`config.mk`:
```
export PLATFORM = sky130hd
export DESIGN_NAME = accel_sample_scheduler
export DESIGN_NICKNAME = d
export VERILOG_FILES = /design/src/rtl/accel_sample_scheduler.sv
export SDC_FILE = /design/constraint.sdc
export NUM_CORES = 1
export LEC_CHECK = 0
export BUFFER_PORTS_ARGS = -buffer_cell sky130_fd_sc_hd__buf_2
export CAP_MARGIN = 40
export CELL_PAD_IN_SITES_DETAIL_PLACEMENT = 1
export CELL_PAD_IN_SITES_GLOBAL_PLACEMENT = 1
export CORE_UTILIZATION = 43
export CTS_BUF_LIST = sky130_fd_sc_hd__clkbuf_4 sky130_fd_sc_hd__clkbuf_8 sky130_fd_sc_hd__clkbuf_16
export CTS_CLUSTER_SIZE = 16
export DETAILED_ROUTE_END_ITERATION = 10
export GPL_TIMING_DRIVEN = 0
export HOLD_SLACK_MARGIN = 0.1
export PLACE_DENSITY = 0.91
export SYNTH_ARGS = -nofsm -noshare
export SYNTH_HDL_FRONTEND = slang
export SYNTH_SLANG_ARGS = --single-unit
```
`constraint.sdc`:
```
create_clock -name clk -period 3.5 [get_ports clk]
set_input_delay 1.05 -clock clk [delete_from_list [all_inputs] [get_ports clk]]
set_output_delay 1.05 -clock clk [all_outputs]
set_load 0.005 [all_outputs]
```
`src/rtl/accel_sample_scheduler.sv`:
```
// Configures the ADXL345 over SPI, then issues periodic 6-byte read bursts and streams them to a UART.
// Optional macro ACCEL_SYNC_BYTE_EN frames each packet with a 0xA5 sync byte and an XOR checksum.
module accel_sample_scheduler #(
  parameter int CLK_FREQ       = 5_000_000,
  parameter int SAMPLE_RATE    = 100,
  parameter int STARTUP_CYCLES = 5_000,
  parameter int SPI_TIMEOUT    = 4_096
) (
  input  logic        clk,
  input  logic        rst,
  output logic [56:0] spi_frame,
  output logic        spi_start,
  input  logic        spi_busy,
  input  logic        spi_done,
  input  logic [47:0] spi_rx_data,
  output logic [7:0]  tx_data,
  output logic        tx_valid,
  input  logic        tx_ready,
  output logic        cfg_done,
  output logic        err,
  output logic [7:0]  overrun_cnt
);

  localparam int SAMPLE_DIV = CLK_FREQ / SAMPLE_RATE;
  localparam int SW = $clog2(SAMPLE_DIV + 1);
  localparam int BW = $clog2(STARTUP_CYCLES + 1);
  localparam int WW = $clog2(SPI_TIMEOUT + 1);
`ifdef ACCEL_SYNC_BYTE_EN
  localparam int PKT_LEN = 8;
`else
  localparam int PKT_LEN = 6;
`endif

  localparam logic [56:0] FMT_FRAME = {1'b0, 1'b0, 6'h31, 8'h40, 1'b1, 40'h0};
  localparam logic [56:0] PWR_FRAME = {1'b0, 1'b0, 6'h2D, 8'h08, 1'b1, 40'h0};
  localparam logic [56:0] RD_FRAME  = {1'b1, 1'b1, 6'h32, 48'h0, 1'b1};

  typedef enum logic [3:0] {
    S_BOOT, S_FMT, S_FMT_W, S_PWR, S_PWR_W, S_IDLE, S_RD, S_RD_W, S_TX
  } state_t;

  state_t        state, state_nxt;
  logic [BW-1:0] boot_cnt, boot_nxt;
  logic [WW-1:0] wd_cnt, wd_nxt;
  logic [SW-1:0] samp_cnt, samp_nxt;
  logic          tick, tick_nxt;
  logic [2:0]    byte_idx, idx_nxt;
  logic [47:0]   cap;
  logic          cap_ld, timeout;
  logic [56:0]   frame_nxt;
  logic          start_nxt, txv_nxt, cfg_nxt, err_nxt;
  logic [7:0]    txd_nxt, ovr_nxt;

  // Packet byte at position idx, drawn from the captured burst d
  function automatic logic [7:0] pkt_byte(input logic [2:0] idx, input logic [47:0] d);
    logic [7:0] b;
    b = 8'h00;
`ifdef ACCEL_SYNC_BYTE_EN
    case (idx)
      3'd0:    b = 8'hA5;
      3'd1:    b = d[47:40];
      3'd2:    b = d[39:32];
      3'd3:    b = d[31:24];
      3'd4:    b = d[23:16];
      3'd5:    b = d[15:8];
      3'd6:    b = d[7:0];
      default: b = d[47:40] ^ d[39:32] ^ d[31:24] ^ d[23:16] ^ d[15:8] ^ d[7:0];
    endcase
`else
    case (idx)
      3'd0:    b = d[47:40];
      3'd1:    b = d[39:32];
      3'd2:    b = d[31:24];
      3'd3:    b = d[23:16];
      3'd4:    b = d[15:8];
      3'd5:    b = d[7:0];
      default: b = 8'h00;
    endcase
`endif
    return b;
  endfunction

  always_comb begin
    state_nxt = state;
    boot_nxt  = boot_cnt;
    wd_nxt    = '0;
    samp_nxt  = samp_cnt;
    tick_nxt  = 1'b0;
    idx_nxt   = byte_idx;
    cap_ld    = 1'b0;
    timeout   = 1'b0;
    start_nxt = 1'b0;
    frame_nxt = spi_frame;
    txv_nxt   = tx_valid;
    txd_nxt   = tx_data;
    cfg_nxt   = cfg_done;
    err_nxt   = err;
    ovr_nxt   = overrun_cnt;

    // spi_done in the final watchdog cycle still counts as success
    if (state == S_FMT_W || state == S_PWR_W || state == S_RD_W) begin
      wd_nxt  = wd_cnt + WW'(1);
      timeout = !spi_done && (wd_cnt == WW'(SPI_TIMEOUT - 1));
    end

    if (cfg_done) begin
      if (samp_cnt == SW'(SAMPLE_DIV - 1)) begin
        samp_nxt = '0;
        tick_nxt = 1'b1;
      end else begin
        samp_nxt = samp_cnt + SW'(1);
      end
    end

    if (tick && state != S_IDLE && overrun_cnt != 8'hFF)
      ovr_nxt = overrun_cnt + 8'd1;

    case (state)
      S_BOOT: begin
        if (boot_cnt == BW'(STARTUP_CYCLES - 1)) begin
          boot_nxt  = '0;
          state_nxt = S_FMT;
        end else begin
          boot_nxt = boot_cnt + BW'(1);
        end
      end
      S_FMT: if (!spi_busy) begin
        start_nxt = 1'b1;
        frame_nxt = FMT_FRAME;
        state_nxt = S_FMT_W;
      end
      S_FMT_W: if (spi_done) state_nxt = S_PWR;
      S_PWR: if (!spi_busy) begin
        start_nxt = 1'b1;
        frame_nxt = PWR_FRAME;
        state_nxt = S_PWR_W;
      end
      S_PWR_W: if (spi_done) begin
        cfg_nxt   = 1'b1;
        state_nxt = S_IDLE;
      end
      S_IDLE: if (tick) state_nxt = S_RD;
      S_RD: if (!spi_busy) begin
        start_nxt = 1'b1;
        frame_nxt = RD_FRAME;
        state_nxt = S_RD_W;
      end
      S_RD_W: if (spi_done) begin
        cap_ld    = 1'b1;
        txv_nxt   = 1'b1;
        txd_nxt   = pkt_byte(3'd0, spi_rx_data);
        idx_nxt   = 3'd0;
        state_nxt = S_TX;
      end
      S_TX: if (tx_valid && tx_ready) begin
        if (byte_idx == 3'(PKT_LEN - 1)) begin
          txv_nxt   = 1'b0;
          state_nxt = S_IDLE;
        end else begin
          idx_nxt = byte_idx + 3'd1;
          txd_nxt = pkt_byte(byte_idx + 3'd1, cap);
        end
      end
      default: state_nxt = S_BOOT;
    endcase

    // A hung engine forces a full reconfiguration from FORMAT
    if (timeout) begin
      err_nxt   = 1'b1;
      cfg_nxt   = 1'b0;
      samp_nxt  = '0;
      tick_nxt  = 1'b0;
      state_nxt = S_FMT;
    end
  end

  always_ff @(posedge clk or posedge rst) begin
    if (rst) begin
      state       <= S_BOOT;
      boot_cnt    <= '0;
      wd_cnt      <= '0;
      samp_cnt    <= '0;
      tick        <= 1'b0;
      byte_idx    <= '0;
      spi_start   <= 1'b0;
      spi_frame   <= '0;
      tx_valid    <= 1'b0;
      tx_data     <= '0;
      cfg_done    <= 1'b0;
      err         <= 1'b0;
      overrun_cnt <= '0;
    end else begin
      state       <= state_nxt;
      boot_cnt    <= boot_nxt;
      wd_cnt      <= wd_nxt;
      samp_cnt    <= samp_nxt;
      tick        <= tick_nxt;
      byte_idx    <= idx_nxt;
      spi_start   <= start_nxt;
      spi_frame   <= frame_nxt;
      tx_valid    <= txv_nxt;
      tx_data     <= txd_nxt;
      cfg_done    <= cfg_nxt;
      err         <= err_nxt;
      overrun_cnt <= ovr_nxt;
    end
  end

  always_ff @(posedge clk) begin
    if (cap_ld) cap <= spi_rx_data;
  end

endmodule

```
==> results of run 1 <==
-- worst register-to-register path, stage by stage (launching register included) --
cell and delay (ns):
dfrtp_1 0.47, ha_1 0.28, ha_1 0.40, buf_1 0.56
and2_0 0.25, buf_1 0.33, a22oi_1 0.15, a32oi_1 0.25
a21o_1 0.11
-- flip-flops by register name, indices dropped and copies added (netlist names), 3 cells and up --
| name | flops |
|---|---|
| boot_cnt | 13 |
| cap | 48 |
| overrun_cnt | 8 |
| byte_idx | 3 |
| samp_cnt | 16 |
| state | 4 |
| wd_cnt | 13 |
| spi_frame | 6 |
| tx_data | 8 |
-- metal layers --
| layer | global-route usage (%) | part of all wire (%) | vias up |
|---|---|---|---|
| met2 | 46.0 | 55 | 174 |
| met1 | 27.4 | 38 | 2431 |
| met3 | 5.92 | 4.4 | 37 |
| met4 | 8.95 | 2.5 | 0 |
| met5 | 0 | 0 | - |
| li1 | - | - | 2190 |
-- area by class of cell --
type / count / area share, %
buffer: 74 / 6.32
clock buffer: 18 / 5.74
clock inverter: 14 / 2.02
inverter: 16 / 0.846
multi-input combinational: 380 / 31.4
sequential: 124 / 44.3
tap: 180 / 2.99
timing repair buffer: 86 / 6.30
-- worst min path at each step --
stage,from,endpoint,cells after the start
after detailed placement,err$_DFFE_PP0P_,err$_DFFE_PP0P_,1
after global placement,err$_DFFE_PP0P_,err$_DFFE_PP0P_,1
final,err$_DFFE_PP0P_,err$_DFFE_PP0P_,1
after floorplan,wd_cnt[0]$_DFF_PP0_,wd_cnt[0]$_DFF_PP0_,1
after global routing,err$_DFFE_PP0P_,err$_DFFE_PP0P_,1
after CTS,err$_DFFE_PP0P_,err$_DFFE_PP0P_,1
-- metrics by stage --
stage	util, %	setup WS (ns)	TNS (ns)	hold slack, ns
floorplan	-	0.440	0	0.440
global placement	49.9	-0.366	-32.92	0.446
CTS	54.3	0.715	0	0.472
detailed placement	50.1	0.503	0	0.451
global route	54.5	0.416	0	0.489
finish	54.5	0.628	0	0.467
-- cells in the final DEF (no fill, tap or decap), types with 10 or more instances in the layout --
master      n
xor2_1     16
nand2_1    45
nor3_1     15
clkbuf_1   12
buf_2      90
nand3_1    21
dfrtp_1    76
inv_1      14
o21ai_0    12
nor2_1     42
buf_4      51
edfxtp_1   48
xnor2_1    14
ha_1       10
mux2_2     10
a21oi_1    21
conb_1     45
clkbuf_16  17
-- report_power, final --
part | internal (mW) | leakage (nW) | switching (mW)
sequential | 1.81 | 1.40 | 0.290
combinational | 0.614 | 1.68 | 0.885
clock | 1.11 | 0.281 | 0.664
total | 3.53 | 3.36 | 1.84
-- kinds of logic (layout without fill, tap and decap cells) --
group                      count (synthesis)  count (layout)  synth area share [%]
xor gates and xnor gates                  30              30                  4.32
and+or+nand+nor                          193             193                  17.2
AOI/OAI and AO/OA                         90              90                  10.4
muxes                                     12              12                  2.18
other                                      1              45                0.0616
DFF                                      124             124                  54.9
buffers and inverters                     90             208                  8.82
adders and majority gates                 10              10                  2.06
==> impl_metrics.toml, run 1 <==
[status]
status = "completed"

[grt]
overflow = 0
track_usage_pct = 24.9
antenna_found_initial = 0
grt_pass1_wl_mm = 27.5
grt_pass1_vias = 5151
grt_max_degree = 62

[cts]
h-tree-depth = 4
clk_path_buf_depth = 2
cts_tree = "done"
path_clk_slew_ns = 0.07
numCtsBuffers = 17
cts-root-buf = "clkbuf_16"
cts.sinks = 124
post_cts_buffers = 0
hold_buffers = 0
cts_resized = 0
clk_latency_ns = 0.43

[route]
first_pass_iters = 5
vias_per_cell = 5.42
wire_per_inst_um = 19.9
drt_iter0_markers = 359
wl_mm = 17.8
drc_errors = 0
vias = 4832
antenna_left = 0

[sta]
worstMarginPinSlew_ns = 0.843
slew_headroom_pct = 42.9
rsz0062_at_grt = "no"
finalHoldViolations = 0
final_max_slew_viol_count = 0
setup_viol = 0
fin_worst_skew_ns = 0.0156
finalCritPeriodShare_pct = 82.1
min_period_ns = 2.87
fmax_mhz = 348

[critical_path]
critPathKind = "flop to flop"
crit_fanout = 10
reg2reg_slack_ns = 0.63
endpoint_kind = "flop"
crit_arrival_ns = 3.23
required_ns = 3.86
critical-path-top-delay-family = "buffers and inverters"
path_depth = 8
cp-startpoint = "byte_idx[0]$_DFFE_PP0P_"
worst_r2r_path_depth = 8
r2r_end = "tx_data[0]$_DFFE_PP0P_"
critPathCapture = "tx_data[0]$_DFFE_PP0P_"
cp-start-kind = "flop"
slowest_stage = "buf_1"
crit_buf_inv = 2
r2r_start = "byte_idx[0]$_DFFE_PP0P_"
worstPathCellList = "ha_1 > ha_1 > buf_1 > and2_0 > buf_1 > a22oi_1 > a32oi_1 > a21o_1"
cp_slowest_stage_delay_ns = 0.56

[floorplanning]
die_area_um2 = 14600
die_w_um = 121
coreArea_um2 = 13800
num_io_pins = 130
num_rows = 43
start_util_pct = 44.0
fp.dieH_um = 121

[place]
placedCellCount = 859
detailed_place_hpwl_mm = 11.3
placed_area_um2 = 6930
globalplace.congestion = 0.873
port_buffers = 84

[yosys]
yosys_warnings = 0
synth_top_cell_area_share_pct = 31.3
synth_edf_count = 48
synthTopCellsByArea = "dfrtp_1 31%, edfxtp_1 24%, buf_4 6.3%"
synthFlopType = "dfrtp_1"
synth_cell_types = 63
synth_largest_area_cell = "dfrtp_1"
synth_area_um2 = 6090
synth-seq-cells = 124
ys_seq_area_share_pct = 54.9
synth_common_cells = "76 x dfrtp_1, 51 x buf_4, 48 x edfxtp_1"
syn_avg_cell_area_um2 = 11.1
async_flop_share_pct = 61.3
post-synth-top-count-cell = "dfrtp_1"
netlist_instances = 550

[final_layout]
nets = 762
layout.cells.non_filler = 892
drive_above_1_share_pct = 27.9
fillers = 1530
multiInputGateArea_um2 = 2370
antenna_cells = 0
seq_area_um2 = 3340
syn_to_final_growth_pct = 23.9
fin_area_um2 = 7540

[pwr]
powerDensity_nw_per_um2 = 712
p_leak_nw = 3.36
fin_total_pwr_mw = 5.37
vdd_ir_drop_max_mv = 0.424

[flow_run]
cap_violations = 0

[hold_path]
hold_path.class = "flop to flop"
Power figures use the tool's default switching activity.
==> run 2, diff against run 1 <==
==> constraint.sdc (replaced) <==
create_clock -name clk -period 2.7 [get_ports clk]
set_input_delay 0.81 -clock clk [delete_from_list [all_inputs] [get_ports clk]]
set_output_delay 0.81 -clock clk [all_outputs]
set_load 0.005 [all_outputs]
==> run 2 against run 1 <==
Global-route usage shrank 0.69 points. Non-clock buffer count increased by 1. Cell area shrank 0.46%. Largest cell class unchanged. Utilization shrank 0.25 points. Critical path depth did not move. First-iteration DRC count down 29%. Total power grew 25%. Wire length is 4.9% lower. Fmax is 18% higher. Combinational power grew 26%. Worst hold slack got worse by 0.074 ns. Highest routed layer unchanged. Cell count grew 0.11%.
==> impl_metrics.toml, run 2 (synthesis results as in run 1) <==
[sta]
rsz0062_at_grt = "no"
finalCritPeriodShare_pct = 90.1
timing.hold.ws_ns = 0.393
setup_tns_ns = 0
finalHoldViolations = 0
slew_headroom_pct = 42.1
worstMarginPinSlew_ns = 0.856
fmax_mhz = 411
final_max_slew_viol_count = 0
fin_worst_skew_ns = 0.00858
min_period_ns = 2.43
setup_viol = 0

[pwr]
p_leak_nw = 3.36
powerDensity_nw_per_um2 = 893
vdd_ir_drop_max_mv = 0.473

[floorplanning]
num_io_pins = 130
die_area_um2 = 14600
coreArea_um2 = 13800
die_w_um = 121
fp.dieH_um = 121
num_rows = 43
start_util_pct = 44.0

[route]
drt_iter0_markers = 256
vias = 4798
wire_per_inst_um = 18.9
antenna_left = 0
wl_mm = 16.9
first_pass_iters = 4
vias_per_cell = 5.37
drc_errors = 0

[critical_path]
cp_slowest_stage_delay_ns = 0.43
cp-start-kind = "flop"
crit_top_cell = "ha_1"
crit_arrival_ns = 2.79
endpoint_kind = "flop"
worstPathCellList = "ha_1 > ha_1 > buf_2 > and2_0 > buf_1 > a22oi_1 > a32oi_1 > a21o_1"
required_ns = 3.06
crit_fanout = 10
critPathKind = "flop to flop"
slowest_stage = "dfrtp_1"

[cts]
cts_tree = "done"
cts.sinks = 124
clk_latency_ns = 0.42
hold_buffers = 0
cts-root-buf = "clkbuf_16"
numCtsBuffers = 17
clk_path_buf_depth = 2
h-tree-depth = 4
path_clk_slew_ns = 0.06

[final_layout]
fillers = 1530
final_common_cell = "buf_2"
syn_to_final_growth_pct = 23.3
nets = 763
antenna_cells = 0
largest_reg_flops = 48
top_regs = "cap x48, samp_cnt x16"
drive_above_1_share_pct = 28.6
seq_area_um2 = 3340
mostFrequentLayoutCells = "91 x buf_2, 76 x dfrtp_1, 51 x buf_4, 48 x edfxtp_1"
multiInputGateArea_um2 = 2370
regMostFlops = "cap"
fin_util_pct = 54.3

[hold_path]
hold_path.class = "input pin to async pin"

[place]
detailed_place_hpwl_mm = 11.7
port_buffers = 84
globalplace.congestion = 0.847

[status]
status = "completed"

[grt]
track_usage_pct = 24.2
overflow = 0
grt_max_degree = 38
grt_pass1_vias = 5171
grt_pass1_wl_mm = 26.6
antenna_found_initial = 0

[flow_run]
cap_violations = 0
==> run 2: area by class of cell <==
cell class                      count  area share (%)
Multi-Input combinational cell    380            31.6
Tap cell                          180            3.00
Timing Repair Buffer               87            6.40
Sequential cell                   124            44.5
Clock inverter                      3           0.200
Buffer                             74            6.37
Clock buffer                       29            7.03
Inverter                           16           0.867
==> run 2: repair_timing <==
| item | CTS | global route |
|---|---|---|
| setup endpoints to repair | 1 | 0 |
| resized for setup | 1 | 0 |
| buffers inserted | 0 | 0 |
==> run 2: routing by layer <==
layer	share of wire, %	GRT usage (%)	routed length (µm)	vias to the layer above
met5	0	0	0	-
met4	3.3	11.1	561	0
met3	4.6	6.39	780	50
met2	54	43.9	9090	140
met1	38	26.0	6470	2427
li1	-	-	-	2181
==> run 2: final timing paths <==
path | slack (ns) | end | from | cells after the start
setup / recovery | 0.27 | tx_data[7]$_DFFE_PP0P_ | byte_idx[0]$_DFFE_PP0P_ | 8
hold / removal | 0.39 | overrun_cnt[1]$_DFFE_PP0P_ | rst | 2
setup reg to reg | 0.27 | tx_data[7]$_DFFE_PP0P_ | byte_idx[0]$_DFFE_PP0P_ | 8
hold reg to reg | 0.47 | spi_frame[54]$_DFFE_PP0P_ | spi_frame[54]$_DFFE_PP0P_ | 1
max in group asynchronous | 1.58 | boot_cnt[5]$_DFFE_PP0P_ | rst | 4
min in group clk | 0.47 | spi_frame[54]$_DFFE_PP0P_ | spi_frame[54]$_DFFE_PP0P_ | 1
==> run 2: through the flow <==
| stage | area (µm²) | cells | total power, mW | setup slack, ns |
|---|---|---|---|---|
| after global routing | 7510 | 893 | 7.03 | 0.0961 |
| after CTS | 7510 | 893 | 6.71 | 0.269 |
| after global placement | 6900 | 858 | 4.36 | 0.0620 |
| after floorplan | 6260 | 594 | 3.90 | 0.554 |
| final | 7510 | 893 | 6.70 | 0.267 |
| after detailed placement | 6960 | 861 | 4.55 | 0.0304 |
==> run 2: critical path, delay by kind of cell, from the launching register on <==
family | cells | cell delay, ns
compound gates | 3 | 0.53
fa+ha+maj | 2 | 0.64
buf+inv | 2 | 0.61
flops | 1 | 0.43
simple gates | 1 | 0.18
==> run 2: report_power, final <==
part           internal, mW  switching [mW]
registers              2.34           0.360
clock network          1.32           0.787
logic                 0.792            1.10
